`src/rtl/instruction_encoder.sv`:
```
// Program-load engine: packs instruction field bundles into 8-bit words and writes them
// through a 4-entry FIFO to consecutive addresses. Optional XOR checksum: INSTR_ENC_CHECKSUM_EN.
module instruction_encoder #(
    parameter int ADDR_W = 8
) (
    input  logic              clk,
    input  logic              rst,
    input  logic              start,
    input  logic [ADDR_W-1:0] start_addr,
    input  logic [ADDR_W-1:0] len,
    input  logic              in_valid,
    output logic              in_ready,
    input  logic              in_fmt,
    input  logic [3:0]        in_opcode,
    input  logic [1:0]        in_rs,
    input  logic [1:0]        in_rt,
    input  logic [3:0]        in_imm,
    output logic              mem_we,
    input  logic              mem_ready,
    output logic [ADDR_W-1:0] mem_addr,
    output logic [7:0]        mem_wdata,
    output logic              busy,
    output logic              done,
    output logic [ADDR_W-1:0] count,
`ifdef INSTR_ENC_CHECKSUM_EN
    output logic [7:0]        checksum,
`endif
    output logic [1:0]        dbg_state
);

    typedef enum logic [1:0] {IDLE, LOAD, FLUSH, DONE} state_t;

    state_t            state, state_nxt;
    logic [ADDR_W-1:0] base, len_q, acc, count_nxt;
    logic [7:0]        fifo [4];
    logic [1:0]        wr_ptr, rd_ptr;
    logic [2:0]        occ, occ_nxt;
    logic              accept_start, active, push, pop;
    logic [7:0]        enc_word;

    // Both streams use valid/ready: a transfer happens on a cycle where valid && ready;
    // the producer holds its payload stable while valid is high and ready is low.
    assign accept_start = (state == IDLE) && start;
    assign active       = (state == LOAD) || (state == FLUSH);
    assign in_ready     = (state == LOAD) && (occ != 3'd4) && (acc < len_q);
    assign push         = in_valid && in_ready;
    assign mem_we       = active && (occ != 3'd0);
    assign pop          = mem_we && mem_ready;
    assign mem_wdata    = mem_we ? fifo[rd_ptr] : 8'h00;
    assign mem_addr     = base + count;
    assign busy         = active;
    assign done         = (state == DONE);
    assign dbg_state    = state;
    assign enc_word     = in_fmt ? {in_opcode, in_imm} : {in_opcode, in_rs, in_rt};
    assign count_nxt    = count + ADDR_W'(pop);
    assign occ_nxt      = occ + 3'(push) - 3'(pop);

    always_ff @(posedge clk) begin
        if (push) fifo[wr_ptr] <= enc_word;
    end

    always_ff @(posedge clk or posedge rst) begin
        if (rst) begin
            state  <= IDLE;
            base   <= '0;
            len_q  <= '0;
            acc    <= '0;
            count  <= '0;
            wr_ptr <= '0;
            rd_ptr <= '0;
            occ    <= '0;
        end else begin
            state <= state_nxt;
            if (accept_start) begin
                base   <= start_addr;
                len_q  <= len;
                acc    <= '0;
                count  <= '0;
                wr_ptr <= '0;
                rd_ptr <= '0;
                occ    <= '0;
            end else begin
                if (push) begin
                    wr_ptr <= wr_ptr + 2'd1;
                    acc    <= acc + ADDR_W'(1);
                end
                if (pop) rd_ptr <= rd_ptr + 2'd1;
                count <= count_nxt;
                occ   <= occ_nxt;
            end
        end
    end

`ifdef INSTR_ENC_CHECKSUM_EN
    always_ff @(posedge clk or posedge rst) begin
        if (rst)               checksum <= 8'h00;
        else if (accept_start) checksum <= 8'h00;
        else if (pop)          checksum <= checksum ^ mem_wdata;
    end
`endif

    // FLUSH looks at next-cycle occupancy/count so done lands the cycle after the last write.
    always_comb begin
        state_nxt = state;
        case (state)
            IDLE:  if (start) state_nxt = (len == '0) ? DONE : LOAD;
            LOAD:  if (push && (acc == len_q - ADDR_W'(1))) state_nxt = FLUSH;
            FLUSH: if ((occ_nxt == 3'd0) && (count_nxt == len_q)) state_nxt = DONE;
            DONE:  state_nxt = IDLE;
            default: state_nxt = IDLE;
        endcase
    end

endmodule

```
`config.mk`:
```
export PLATFORM = sky130hd
export DESIGN_NAME = instruction_encoder
export DESIGN_NICKNAME = d
export VERILOG_FILES = /design/src/rtl/instruction_encoder.sv
export SDC_FILE = /design/constraint.sdc
export NUM_CORES = 1
export LEC_CHECK = 0
export CAP_MARGIN = 20
export CORE_ASPECT_RATIO = 0.5
export CORE_UTILIZATION = 40
export CTS_CLUSTER_SIZE = 14
export DETAILED_ROUTE_END_ITERATION = 8
export SLEW_MARGIN = 20
export SYNTH_ARGS = -nofsm -noshare
export SYNTH_HDL_FRONTEND = slang
export SYNTH_SLANG_ARGS = --single-unit
```
`constraint.sdc`:
```
create_clock -name clk -period 3.62 [get_ports clk]
set_clock_uncertainty 0.1 [all_clocks]
set_input_delay 0.905 -clock clk [delete_from_list [all_inputs] [get_ports clk]]
set_output_delay 0.905 -clock clk [all_outputs]
set_load 0.005 [all_outputs]
```
==> impl_metrics.py <==
metrics = {
    "synth": {
        "synth_nets": 430,
        "yosysWarnings": 0,
        "synth-seq-cells": 73,
        "synthMuxAreaShare_pct": 5.74,
        "synth-seq-area-share_pct": 48.5,
        "synth-simple-area-share_pct": 15.2,
        "async_flop_share_pct": 56.2,
        "synth-xor-area-share_pct": 8.76,
        "synth-adder-area-share_pct": 10.1,
        "avgSynthCellArea_um2": 11.3,
        "synth_compound_area_share_pct": 7.76,
        "yosys_most_used_dff": "dfrtp_1",
        "synth_cell_types": 53,
        "syn-cell-area_um2": 4100,
        "synth_top_family_by_area": "simple AND/OR/NAND/NOR gates",
        "synth_edf_count": 32,
        "syn_inst": 364,
    },
    "sta": {
        "clock.fmax_mhz": 270,
        "fin_crit_sh_pct": 102,
        "grt_setup_unrepaired": "yes",
        "worst_slack_ns": -0.0882,
        "finalSetupViolCount": 2,
        "layout_min_cycle_time_ns": 3.71,
        "finalMaxSlewViolations": 0,
        "slew_headroom_pct": 59.9,
        "worst_pin_slew_ns": 0.601,
        "hold_viol_final": 0,
        "setup_tns_ns": -0.135,
    },
    "clocking": {
        "clock_latency_ns": 0.35,
        "cts_max_path_buffers": 2,
        "cts_tree": "done",
        "cts-buffers-inserted": 9,
        "cts_root_buf": "clkbuf_16",
        "htreeDepth": 3,
        "cts_hold_buf": 0,
        "cts.clk_slew.worst_paths_ns": 0.07,
        "cts_sinks": 73,
    },
    "floorplanning": {
        "die_h_um": 73.6,
        "die_area_um2": 10700,
        "rows": 25,
        "core_area_um2": 9700,
        "initial_core_util_pct": 42.3,
        "die_x_um": 145,
        "ios": 64,
    },
    "routing": {
        "wl_met1_um": 4550,
        "drc_errors": 0,
        "vias": 3018,
        "dr.pass1.iters": 4,
        "dr.first_iter.drc_count": 123,
        "wirelength_um": 9510,
        "wl_per_cell_um": 15.6,
        "highest_layer": "met4",
        "wl_met3_um": 612,
        "drtAntennaViolNets": 0,
        "viasPerCell": 4.94,
        "met2_length_um": 4230,
    },
    "placement": {
        "routabilityCongestion": 0.842,
        "pre_cts_slack_ns": -0.326,
        "portBuffers": 63,
        "post-dp-hpwl_um": 6720,
    },
    "cells_and_area": {
        "nets": 537,
        "antenna_cells": 0,
        "n_fill_cell": 837,
        "syn2layout_area_growth_pct": 35.8,
        "drive_gt1_share_pct": 22.3,
    },
    "worst_setup_path": {
        "cpMaxStageDelayCell": "dfrtp_1",
        "r2r-end": "dbg_state[0]",
        "crit_family": "adder cells",
        "ff2ff_path_depth": 21,
        "required_ns": 3.80,
        "slowest_delay_ns": 0.39,
        "start_kind": "flop",
        "r2r_slack_ns": -0.09,
        "critPathKind": "flop to flop",
        "worstPathMaxFanout": 2,
        "r2r_start": "len_q[1]",
        "crit_arrival_ns": 3.89,
        "path_buf_inv": 5,
        "crit_path_frequent_cell": "inv_2",
        "endpoint_kind": "flop",
        "crit_chain": "inv_2 -> ha_4 -> nor2b_4 -> o21a_1 -> o21ai_2 -> a221oi_2 -> nor2_2 -> inv_2 -> ha_4 -> inv_2 -> ha_4 -> inv_2 -> fa_2 -> xor2_2 -> xnor2_2 -> nand2_1 -> nor4_2 -> nand4_1 -> a22oi_2 -> buf_4 -> a2bb2oi_2",
    },
    "global_route": {
        "grt_max_degree": 46,
        "grt_pass1_wl_um": 15300,
        "globalRouteOverflowTotal": 0,
        "antenna_found_initial": 0,
        "track_usage_pct": 19.1,
        "grt_pass1_vias": 3103,
    },
    "worst_hold_path": {
        "min_to": "base[4]",
        "hp-class": "flop to flop",
        "hold_depth": 2,
        "min_from": "base[4]",
    },
    "outcome": {
        "violations": "setup timing",
        "outcome": "finished with violations",
    },
    "pwr": {
        "ir_drop_mv": 0.342,
        "powerDensity_nw_per_um2": 683,
        "leakage_uw": 0.00236,
    },
    "job": {
        "maxCapViolations": 0,
    },
}
per-stage QoR:
stage          hold WS (ns)  cell area, um^2  total power, uW  util (%)  cells
2_1_floorplan         0.350             4100             2020         -    364
3_3_place_gp          0.362             5070             2640      52.3    581
4_1_cts               0.386             5420             3690      55.9    603
5_1_grt               0.412             5570             4050      57.4    611
6_report              0.386             5570             3800      57.4    611
3_5_place_dp          0.370             5070             2670      52.3    581
cells in the mapped netlist, drive strengths merged (3+ instances only):
library cell	number	area (um^2)
nand2	44	165
xnor2	31	272
nand4	5	31.3
xor2	10	87.6
nand3	6	30.0
nor3	3	15.0
a21oi	11	55.1
mux4	8	180
clkbuf	8	30.0
and2	16	101
nor4	7	65.1
dfrtp	41	1030
buf	5	41.3
mux2	4	45.0
o21ai	15	78.8
edfxtp	32	961
nor2b	5	31.3
o21bai	3	22.5
and3	7	43.8
inv	24	90.1
ha	30	375
nor2	22	85.1
where the power goes:
group / leakage, uW / total, uW / internal, uW / switching (uW)
Sequential: 0.000776 / 1250 / 1060 / 189
Clock: 0.000135 / 862 / 477 / 385
Combinational: 0.00144 / 1690 / 1020 / 673
tightest hold or removal path: stages, from the launching register on:
cell and delay, ns:
dfrtp_1 0.35, nand2_1 0.05, nand2_1 0.06
flip-flops by register name, summed over array words and instances (netlist names):
name,cells
fifo,32
acc,8
base,8
count,8
len_q,8
occ,3
dbg_state,2
rd_ptr,2
wr_ptr,2
how the worst max path moves through the flow:
stage	startpoint	endpoint	slack (ns)	cells past startpoint
after floorplan	len_q[1]	dbg_state[1]	0.008	20
after global placement	in_valid	dbg_state[1]	-0.24	16
after detailed placement	in_valid	dbg_state[1]	-0.33	16
after CTS	count[1]	mem_addr[7]	0.02	8
after global routing	len_q[1]	dbg_state[1]	-0.29	20
final	len_q[1]	dbg_state[0]	-0.09	21
placed cells by master (no fill, tap or decap), drive strengths merged, types with 6 or more instances in the layout:
cell type      count
clkdlybuf4s50     62
buf               46
nand2             44
dfrtp             41
edfxtp            32
xnor2             31
ha                30
inv               28
nor2              22
and2              16
o21ai             15
a21oi             11
xor2              10
clkbuf             9
mux4               8
and3               7
nor4               7
nand3              6
timing repair:
| item | 4_1_cts | 5_1_grt |
|---|---|---|
| pin swaps | 4 | 15 |
| gates resized for setup | 5 | 17 |
| endpoints found under the setup margin | 5 | 4 |
| hold endpoints to repair | 0 | 0 |
| setup buffers | 6 | 8 |
final cells by class:
cell class / count / area (um^2) / share of cell area (%)
Timing Repair Buffer: 109 / 978 / 17.6
Sequential cell: 73 / 1990 / 35.7
Inverter: 24 / 90.1 / 1.62
Clock buffer: 9 / 225 / 4.05
Tap cell: 135 / 169 / 3.04
Multi-Input combinational cell: 254 / 2050 / 36.9
Clock inverter: 7 / 61.3 / 1.10
routing by layer:
layer / vias up / track usage [%]
met5: - / 0
li1: 1478 / -
met3: 9 / 6.34
met4: 0 / 7.02
met2: 79 / 30.7
met1: 1452 / 24.3
logic make-up after synthesis:
group / count (synthesis)
xor+xnor: 41
flops: 73
mux: 13
fa+ha+maj: 32
buf+inv: 37
compound gates: 46
simple gates: 122
Power figures use the tool's default switching activity.
